<file path="src/rtl/writeback_demux.sv">
`default_nettype none
// +----------------------------------------------------------------------------+
// | writeback_demux : routes buffered write-back results to the rop register     |
// |                   or to a handshaked GPR write port, in strict FIFO order.   |
// | Optional: define WB_ROP_BYPASS_EN to let rop writes skip an empty FIFO.      |
// | Revision: 1.0                                                                |
// +----------------------------------------------------------------------------+
module writeback_demux #(
  parameter int DATA_W = 32,
  parameter int ROP_W  = 12,
  parameter int IDX_W  = 4,
  parameter int DEPTH  = 4
) (
  input  logic                     clk,
  input  logic                     rst,
  input  logic                     in_valid,
  output logic                     in_ready,
  input  logic [DATA_W-1:0]        in_data,
  input  logic                     in_sel,
  input  logic [IDX_W-1:0]         in_idx,
  output logic                     gpr_we,
  output logic [IDX_W-1:0]         gpr_idx,
  output logic [DATA_W-1:0]        gpr_data,
  input  logic                     gpr_ack,
  output logic [ROP_W-1:0]         rop_q,
  output logic                     rop_load,
  output logic                     trunc_ovf,
  output logic [$clog2(DEPTH):0]   count
);

  localparam int                 c_ptr_w = $clog2(DEPTH);
  localparam logic [c_ptr_w:0]   c_depth = (c_ptr_w + 1)'(DEPTH);

  typedef enum logic [0:0] {
    ST_IDLE     = 1'b0,
    ST_WAIT_ACK = 1'b1
  } state_t;

  state_t                r_state;
  state_t                w_state_nxt;

  logic [DATA_W-1:0]     r_fifo_data [DEPTH];
  logic [IDX_W-1:0]      r_fifo_idx  [DEPTH];
  logic [DEPTH-1:0]      r_fifo_sel;
  logic [c_ptr_w-1:0]    r_wr_ptr;
  logic [c_ptr_w-1:0]    r_rd_ptr;
  logic [c_ptr_w:0]      r_count;

  logic                  r_gpr_we;
  logic [IDX_W-1:0]      r_gpr_idx;
  logic [DATA_W-1:0]     r_gpr_data;
  logic [ROP_W-1:0]      r_rop_q;
  logic                  r_rop_load;
  logic                  r_trunc_ovf;

  logic                  w_accept;
  logic                  w_bypass;
  logic                  w_push;
  logic                  w_pop;
  logic                  w_rop_upd;
  logic                  w_gpr_start;
  logic [DATA_W-1:0]     w_rop_src;
  logic [DATA_W-1:0]     w_head_data;
  logic [IDX_W-1:0]      w_head_idx;
  logic                  w_head_sel;

  // Ready depends on registered occupancy only, so a pop never frees a slot early.
  assign in_ready = (r_count != c_depth);
  assign w_accept = in_valid && in_ready;

`ifdef WB_ROP_BYPASS_EN
  assign w_bypass = w_accept && !in_sel && (r_count == '0) && (r_state == ST_IDLE);
`else
  assign w_bypass = 1'b0;
`endif

  assign w_push      = w_accept && !w_bypass;
  assign w_head_data = r_fifo_data[r_rd_ptr];
  assign w_head_idx  = r_fifo_idx[r_rd_ptr];
  assign w_head_sel  = r_fifo_sel[r_rd_ptr];

  always_comb begin
    w_state_nxt = r_state;
    w_pop       = 1'b0;
    w_rop_upd   = 1'b0;
    w_gpr_start = 1'b0;
    w_rop_src   = w_head_data;
    case (r_state)
      ST_IDLE: begin
        if (r_count != '0) begin
          if (!w_head_sel) begin
            w_pop     = 1'b1;
            w_rop_upd = 1'b1;
          end else if (w_head_idx != '0) begin
            w_gpr_start = 1'b1;
            w_state_nxt = ST_WAIT_ACK;
          end else begin
            // R0 is hardwired zero: drop the write silently.
            w_pop = 1'b1;
          end
        end
      end
      ST_WAIT_ACK: begin
        if (gpr_ack) begin
          w_pop       = 1'b1;
          w_state_nxt = ST_IDLE;
        end
      end
      default: w_state_nxt = ST_IDLE;
    endcase
    // Bypass only fires with an empty FIFO, so it never collides with a head pop.
    if (w_bypass) begin
      w_rop_upd = 1'b1;
      w_rop_src = in_data;
    end
  end

  always_ff @(posedge clk) begin
    if (w_push) begin
      r_fifo_data[r_wr_ptr] <= in_data;
      r_fifo_idx[r_wr_ptr]  <= in_idx;
      r_fifo_sel[r_wr_ptr]  <= in_sel;
    end
  end

  always_ff @(posedge clk) begin
    if (rst) begin
      r_state     <= ST_IDLE;
      r_wr_ptr    <= '0;
      r_rd_ptr    <= '0;
      r_count     <= '0;
      r_gpr_we    <= 1'b0;
      r_gpr_idx   <= '0;
      r_gpr_data  <= '0;
      r_rop_q     <= '0;
      r_rop_load  <= 1'b0;
      r_trunc_ovf <= 1'b0;
    end else begin
      r_state <= w_state_nxt;
      if (w_push) r_wr_ptr <= r_wr_ptr + 1'b1;
      if (w_pop)  r_rd_ptr <= r_rd_ptr + 1'b1;
      case ({w_push, w_pop})
        2'b10:   r_count <= r_count + 1'b1;
        2'b01:   r_count <= r_count - 1'b1;
        default: r_count <= r_count;
      endcase
      r_rop_load <= w_rop_upd;
      if (w_rop_upd) begin
        r_rop_q <= w_rop_src[ROP_W-1:0];
        if (|w_rop_src[DATA_W-1:ROP_W]) r_trunc_ovf <= 1'b1;
      end
      if (w_gpr_start) begin
        r_gpr_we   <= 1'b1;
        r_gpr_idx  <= w_head_idx;
        r_gpr_data <= w_head_data;
      end else if ((r_state == ST_WAIT_ACK) && gpr_ack) begin
        r_gpr_we <= 1'b0;
      end
    end
  end

  assign gpr_we    = r_gpr_we;
  assign gpr_idx   = r_gpr_idx;
  assign gpr_data  = r_gpr_data;
  assign rop_q     = r_rop_q;
  assign rop_load  = r_rop_load;
  assign trunc_ovf = r_trunc_ovf;
  assign count     = r_count;

endmodule
`default_nettype wire

</file>
<file path="config.mk">
export PLATFORM = sky130hd
export DESIGN_NAME = writeback_demux
export DESIGN_NICKNAME = d
export VERILOG_FILES = /design/src/rtl/writeback_demux.sv
export SDC_FILE = /design/constraint.sdc
export NUM_CORES = 1
export LEC_CHECK = 0
export BUFFER_PORTS_ARGS = -buffer_cell sky130_fd_sc_hd__buf_4
export CAP_MARGIN = 20
export CORE_AREA = 2 2 127 129
export CTS_BUF_LIST = sky130_fd_sc_hd__clkbuf_8
export CTS_CLUSTER_DIAMETER = 150
export DETAILED_ROUTE_END_ITERATION = 12
export DIE_AREA = 0 0 129 131
export PLACE_DENSITY = 0.71
export SYNTH_ARGS = -nofsm -noshare
export SYNTH_HDL_FRONTEND = slang
export SYNTH_SLANG_ARGS = --single-unit
</file>
<file path="constraint.sdc">
create_clock -name clk -period 3.47 [get_ports clk]
set_input_delay 0.5205 -clock clk [delete_from_list [all_inputs] [get_ports clk]]
set_output_delay 0.5205 -clock clk [all_outputs]
set_load 0.1 [all_outputs]
</file>
=== Yosys cells after proc, flatten, opt, wreduce, memory -nomap -nowiden ===
Memories as Yosys holds them, arrays and structs flattened. A register that Yosys moved wholly into a read port is not among the register bits.
Index checks and enable logic that the tools add are counted.

* RAM bits: 144
* Word-level logic and storage cells: 61
* Output and inout bits: 55
* Flip-flop bits (word level): 63
* Input bits: 41
* Memories kept: 2

{| class="wikitable"
|+ Memories
! name !! depth !! bits a word !! read ports !! clocked after memory_dff !! write ports !! line !! source
|-
| r_fifo_data || 4 || 32 || 1 || 1 || 1 || 42 || <nowiki>logic [DATA_W-1:0] r_fifo_data [DEPTH];</nowiki>
|-
| r_fifo_idx || 4 || 4 || 1 || 1 || 1 || 43 || <nowiki>logic [IDX_W-1:0] r_fifo_idx [DEPTH];</nowiki>
|}

* Reductions and logical operators: 9
* Bitwise logic cells: 1
* Add/sub/neg operators: 4
* Mux-type cells: 28
* $lt $le $gt $ge: 3
* Eq/ne operators: 3

{| class="wikitable"
|+ Operator list
! kind !! count
|-
| $reduce_or A20 Y1 || 1
|-
| $mux W1 || 18
|-
| $mux W2 || 4
|-
| $lt A2 B3 Y1 const B || 2
|-
| $pmux W3 S2 || 1
|-
| $add A2 B1 Y2 const B || 2
|-
| $bwmux W4 || 1
|-
| $pmux W1 S2 || 2
|-
| $reduce_bool A2 Y1 || 2
|-
| $reduce_bool A4 Y1 || 1
|-
| $add A3 B1 Y3 const B || 1
|-
| $logic_and A1 B1 Y1 || 3
|-
| $ne A3 B3 Y1 const B || 1
|-
| $reduce_bool A3 Y1 || 1
|-
| $sub A3 B1 Y3 const B || 1
|-
| $bmux W1 S2 || 1
|-
| $demux W1 S2 || 1
|-
| $eq A2 B1 Y1 const B || 1
|-
| $eq A2 B2 Y1 const B || 1
|-
| $ge A2 B1 Y1 const B || 1
|-
| $reduce_and A2 Y1 || 1
|-
| $not A1 Y1 || 1
|}

=== Longest topological paths before layout ===
Gate-level depths: netlist (run 1).

* Word-level depth: 7
* Depth in mapped cells: 12
* Depth with buffers taken out: 9

=== Least setup slack after synthesis (run 1) ===
No wires, ideal clock.

* Kind: reg-to-reg
* From: register r_count[2], in the netlist count[2]
* To: register r_count[2], in the netlist count[2]
* Setup time: 70 ps
* Path slack: -16 ps
* Data required time: 3400 ps
* Buffers on the path: 0
* Stages on the path, launching flop included: 10
* Period minus slack after synthesis: 3486 ps
* Arrival time: 3416 ps
* Path through: dfxtp_1 > or3b_1 > and2_1 > inv_1 > ha_1 > inv_1 > fa_1 > xor2_1 > or3_1 > a21oi_1

* Elaborated cells between the ends (all ways): 11
* Classes of those cells: 2 x add/sub; 3 x eq/ne; 3 x mux; 3 x reduce/logical

{| class="wikitable"
|+ RTL lines
! element !! line !! source
|-
| start: declaration || 47 || <nowiki>logic [c_ptr_w:0] r_count;</nowiki>
|-
| start signal: assignment || 143 || <nowiki>2'b10: r_count <= r_count + 1'b1;</nowiki>
|-
| start signal: assignment || 144 || <nowiki>2'b01: r_count <= r_count - 1'b1;</nowiki>
|-
| start signal: assignment || 145 || <nowiki>default: r_count <= r_count;</nowiki>
|-
| $ne A3 B3 Y1 * || 68 || <nowiki>assign in_ready = (r_count != c_depth);</nowiki>
|-
| named net in_ready || 17 || <nowiki>output logic in_ready,</nowiki>
|-
| $logic_and A1 B1 Y1 * || 69 || <nowiki>assign w_accept = in_valid && in_ready;</nowiki>
|-
| $eq A2 B1 Y1 or $eq A2 B2 Y1 (tied branches) || 142 || <nowiki>case ({w_push, w_pop})</nowiki>
|-
| $pmux W3 S2 or $reduce_bool A2 Y1 (tied branches) || -- ||
|}

Mark *: on every way through the listed nets, which the timed path passes. The rest lies on a longest branch.
A chain may end at the register's enable or synchronous reset.

==> results of run 1 <==
-- logic make-up after synthesis --
group,after synthesis,synth area share
adders and majority gates,6,0.01058
muxes,50,0.1246
and+or+nand+nor,84,0.05387
DFF,209,0.7260
xor gates and xnor gates,3,0.003368
buffers and inverters,38,0.02036
AOI/OAI and AO/OA,84,0.06125
-- synth_stat cells, drive strengths merged, types with 2 or more instances --
master	instances
edfxtp	148
dfxtp	61
a21oi	41
o21ai	38
mux4	37
nand3	36
clkbuf	21
nor2	20
mux2i	12
buf	10
inv	7
nor3	6
ha	5
nand2	5
and3	4
nor4	4
a221oi	2
and2	2
xor2	2
-- layer usage --
| metal | share of wire | wire length [microns] | vias to the layer above | global-route usage |
|---|---|---|---|---|
| met3 | 0.065 | 1075 | 25 | 0.05456 |
| met4 | 0.017 | 274 | 0 | 0.06458 |
| met1 | 0.41 | 6887 | 2322 | 0.2661 |
| met2 | 0.50 | 8361 | 155 | 0.3442 |
| met5 | 0 | 0 | - | 0 |
| li1 | - | - | 2078 | - |
-- power breakdown --
| part | internal [uW] | switching (uW) | total (uW) |
|---|---|---|---|
| clock network | 999 | 906 | 1910 |
| registers | 3140 | 220 | 3360 |
| logic | 1080 | 3000 | 4080 |
-- flip-flops by register name (all words and copies together), names as in the netlist, named ones only --
register / count
count: 3
gpr_data: 32
gpr_we: 1
r_fifo_sel: 4
rop_q: 12
r_wr_ptr: 2
r_fifo_data: 128
r_rd_ptr: 2
r_fifo_idx: 16
r_state: 1
gpr_idx: 4
trunc_ovf: 1
rop_load: 1
-- stage by stage --
stage,setup WS (ns),area [sq um],hold WS [ns]
after floorplan,0.1202,7805,0.4692
after global placement,0.4909,8752,0.4550
after detailed placement,0.4005,8752,0.4563
after CTS,0.3917,9365,0.1783
after global routing,0.2478,9365,0.1776
final,0.4154,9365,0.2050
-- final cells by class --
cell class	count	area [sq um]
inverter	7	26.28
tap	216	270.3
multi-input combinational	227	1992
timing repair buffer	106	795.8
fill	1188	6232
sequential	209	5668
clock buffer	38	523.0
clock inverter	23	90.09
-- path summary, 6_finish.rpt --
check                    from                 end  slack (ns)  depth (start not counted)
setup reg to reg     register            count[2]        0.42                          9
hold reg to reg        gpr_we              gpr_we        0.46                          2
hold / removal    in_data[11]  r_fifo_data[2][11]        0.20                          1
setup / recovery     register            count[2]        0.42                          9
-- worst max-delay path, stage by stage, from the launching register on --
cell	delay, ns
dfxtp_2	0.44
mux4_2	0.60
o41a_1	0.46
o21ai_0	0.21
ha_1	0.21
inv_1	0.06
fa_1	0.38
xor2_1	0.16
or3_1	0.31
a21oi_1	0.15
==> run_results.csv, run 1 <==
group,metric,value,unit
timing,finalCritPeriodShare,0.8803,
clock_tree,cts_tree,"done",
critical_path,path_max_fanout,8,
hold_path,hp-class,"in2reg",
grt,grt_pass1_wl,25.92,mm
synth,ys_seq_elements,209,
clock_tree,cts_made_buffers,34,
synth,syn_inst,474,
synth,yosys_warnings,0,
timing,final_hold_viol_count,0,
grt,grt_usage,0.2055,
die,ios,96,
route,wl,16.60,mm
timing,rsz0062_at_grt,"false",
die,fp-row-count,46,
power,finalPower,9352,uW
grt,grt_pass1_vias,4796,
power,p_per_area,998.6,mW/mm^2
critical_path,cp-start-kind,"register",
synth,yosysTopAreaCell,"edfxtp_1",
die,die_x,129,microns
power,leakage,0.003311,uW
clock_tree,cts_sinks,209,
cells_and_area,fin_nets,632,
synth,syn_avg_cell_area,16.46,sq um
die,initial_core_util,0.5003,
cells_and_area,mostFrequentLayoutCells,"edfxtp_1 (148), buf_4 (106), dfxtp_1 (59)",
route,firstDrtPassIters,5,
clock_tree,holdBufCountCts,0,
clock_tree,cts_resized,0,
job,cap_violations,0,
timing,setup_tns,0,ns
cells_and_area,drive_gt1_frac,0.3180,
synth,async_reset_ff_frac,0,
cells_and_area,instances_no_fill,826,
route,vias,4580,
route,vias_per_cell,5.545,
place,io_buffers,95,
timing,finalSetupViolCount,0,
grt,grt_max_degree,62,
timing,slew_violations,0,
power,ir_drop,0.0007447,V
synth,yosysSeqAreaShare,0.7260,
cells_and_area,n_antenna_cell,0,
synth,ys.flop_type,"edfxtp_1",
route,drtIter0Drc,308,
clock_tree,clock_latency,0.52,ns
synth,synth_area_leaders,"edfxtp_1 (57%), dfxtp_1 (16%), mux4_2 (10%), a21oi_1 (2.6%), nand3_1 (2.3%)",
critical_path,crit_path_end_kind,"register",
grt,grt.overflow.total,0,
route,ant_nets,0,
grt,antenna_found_initial,0,
clock_tree,clk_pin_slew,0.07,ns
cells_and_area,fin_util,0.6004,
place,dp_cells,765,
critical_path,worstSetupPathType,"reg2reg",
synth,synth_nets,521,
place,dp_hpwl,10.47,mm
cells_and_area,layout_commonest_cell,"edfxtp_1",
die,core_area,0.01560,sq mm
die,dieArea,0.01690,sq mm
place,gp_congestion,0.7722,
run_status,status,"finished clean",
clock_tree,cts.path.max_buffers,3,
synth,synth.distinct_cells,37,
timing,clock_skew,0.02472,ns
synth,syn-cell-area,0.007804,sq mm
route,drt-wirelength-per-cell,20.09,microns
synth,synth_edf_count,148,
timing,fin_crit,3.055,ns
timing,relSlewSlack,0.2824,
route,drc_errors,0,
cells_and_area,area_growth_syn_to_layout,20.01,%
critical_path,cp.required,3.91,ns
synth,synth_top_area_frac,0.5695,
clock_tree,post_cts_buffers,0,
timing,fmax,327.4,MHz
clock_tree,h-tree-depth,2,
critical_path,arrival,3.49,ns
die,die_h,131,microns
clock_tree,cts-root-buf,"clkbuf_8",
timing,tightest_slew,1.075,ns
No activity file was read; power rests on OpenSTA's default activity.
==> run 2: changes to the inputs <==
CORE_AREA = 2 2 123 125   (was 2 2 127 129)
DIE_AREA = 0 0 125 127   (was 0 0 129 131)
PLACE_DENSITY = 0.75   (was 0.71)
==> run 2 against run 1 <==
Compared with the run above: largest cell class unchanged; first-iteration DRC count up 9.4%; register-to-register slack better by 0.08 ns; non-clock buffer count unchanged; critical path type unchanged; highest routed layer unchanged; final cell count down 3.6%; sequential cell count unchanged; via count down 0.50%; die area down 6.1%; sequential share of layout area down 0.14 points; critical path depth unchanged; combinational power about the same.
==> run_results.csv, run 2 (same netlist as run 1, synthesis figures left out) <==
group,metric,value,unit
run_status,status,"finished clean",
power,p_int,5357,uW
cells_and_area,mostFrequentLayoutCells,"edfxtp_1 (148), buf_4 (106), dfxtp_1 (59)",
route,vias_per_cell,5.725,
timing,fin_crit,2.978,ns
grt,grt_max_degree,62,
power,seq_power_share,0.355,
power,p_clk_frac,0.218,
power,finalPower,9466,uW
timing,relSlewSlack,0.2966,
clock_tree,cts_resized,0,
critical_path,worstSetupPathType,"reg2reg",
cells_and_area,largest-register,"r_fifo_data",
critical_path,cp-start-kind,"register",
route,firstDrtPassIters,4,
critical_path,crit_end,"count[2]",
timing,fmax,335.9,MHz
die,die_x,125,microns
clock_tree,holdBufCountCts,0,
hold_path,hp-class,"in2reg",
critical_path,arrival,3.41,ns
power,power.switching,4109,uW
route,ant_nets,0,
clock_tree,cts-root-buf,"clkbuf_8",
die,fp-row-count,44,
cells_and_area,fillers,1046,
cells_and_area,n_antenna_cell,0,
route,drt-wirelength-per-cell,20.06,microns
critical_path,reg2regPathDepth,9,
die,dieArea,0.01588,sq mm
cells_and_area,fin_nets,633,
critical_path,r2r-end,"count[2]",
clock_tree,cts_tree,"done",
clock_tree,clock_latency,0.51,ns
place,io_buffers,95,
timing,final_hold_viol_count,0,
timing,rsz0062_at_grt,"false",
cells_and_area,fin_util,0.6508,
die,die_h,127,microns
route,drc_errors,0,
die,core_area,0.01442,sq mm
grt,grt_usage,0.2027,
cells_and_area,area_growth_syn_to_layout,20.28,%
cells_and_area,layout_commonest_cell,"edfxtp_1",
critical_path,crit_path_end_kind,"register",
clock_tree,cts_sinks,209,
timing,worst_slack,0.4925,ns
grt,antenna_found_initial,0,
grt,grt_pass1_wl,24.92,mm
power,p_per_area,1008,mW/mm^2
route,drtIter0Drc,337,
power,combPwrFrac,0.427,
clock_tree,cts.path.max_buffers,3,
critical_path,cp.required,3.90,ns
place,dp_hpwl,9.976,mm
clock_tree,cts_made_buffers,35,
power,ir_drop,0.0007668,V
critical_path,rrSetupSlack,0.49,ns
power,switching_share,0.4340,
cells_and_area,largest_reg_flops,128,
die,initial_core_util,0.5410,
timing,slew_violations,0,
timing,setup_tns,0,ns
place,gp_congestion,0.7526,
route,wl,15.96,mm
timing,tightest_slew,1.055,ns
power,leakage,0.003313,uW
clock_tree,h-tree-depth,2,
job,cap_violations,0,
timing,finalSetupViolCount,0,
cells_and_area,drive_gt1_frac,0.3284,
place,dpl_worst_slack,0.4727,ns
route,vias,4557,
die,ios,96,
timing,clock_skew,0.01449,ns
critical_path,path_max_fanout,6,
timing,finalCritPeriodShare,0.8581,
grt,grt.overflow.total,0,
grt,grt_pass1_vias,4638,
clock_tree,clk_pin_slew,0.06,ns
clock_tree,post_cts_buffers,0,
==> run 2: area by class of cell <==
class                      count  area (sq um)  area share
tap                          184         230.2     0.02453
clock buffer                  40         550.5     0.05865
multi-input combinational    227          1992      0.2122
sequential                   209          5668      0.6038
inverter                       7         26.28    0.002799
timing repair buffer         106         795.8     0.08478
clock inverter                23         123.9     0.01320
==> run 2: how the worst min path moves through the flow <==
stage	from	end	slack, ns	cells after the start
detailed placement	gpr_data[19]	gpr_data[19]	0.47	2
CTS	in_data[0]	r_fifo_data[1][0]	0.18	1
global placement	gpr_we	gpr_we	0.45	2
global route	in_data[17]	r_fifo_data[0][17]	0.19	1
finish	in_data[26]	r_fifo_data[2][26]	0.21	1
floorplan	r_wr_ptr[1]	r_wr_ptr[1]	0.47	2
==> run 2: through the flow <==
stage               area, sq um  instances  hold WS, ns
finish                     9387        796       0.2114
global route               9387        796       0.1869
CTS                        9387        796       0.1818
detailed placement         8712        733       0.4673
global placement           8712        733       0.4460
floorplan                  7805        474       0.4692
==> run 2: critical path: stages (launching register included) <==
cell and delay (ns):
dfxtp_2 0.41, mux4_2 0.59, o41a_1 0.46, o21ai_0 0.19, ha_1 0.21, inv_1 0.06
fa_1 0.37, xor2_1 0.15, or3_1 0.31, a21oi_1 0.15
==> run 2: power groups by stage <==
stage          Sequential, uW  Combinational [uW]  Clock [uW]
6_report                 3360                4050        2060
5_1_grt                  3400                4250        2220
4_1_cts                  3360                4070        2100
3_5_place_dp             3410                4060           0
3_3_place_gp             3380                4020           0
2_1_floorplan            4870                1640           0
==> run 2: metal layers <==
metal / wire length (microns) / track usage / up-vias / part of all wire
li1: - / - / 2078 / -
met1: 6742 / 0.2638 / 2280 / 0.42
met5: 0 / 0 / - / 0
met2: 7867 / 0.3376 / 168 / 0.49
met3: 1064 / 0.05235 / 31 / 0.067
met4: 291 / 0.06797 / 0 / 0.018
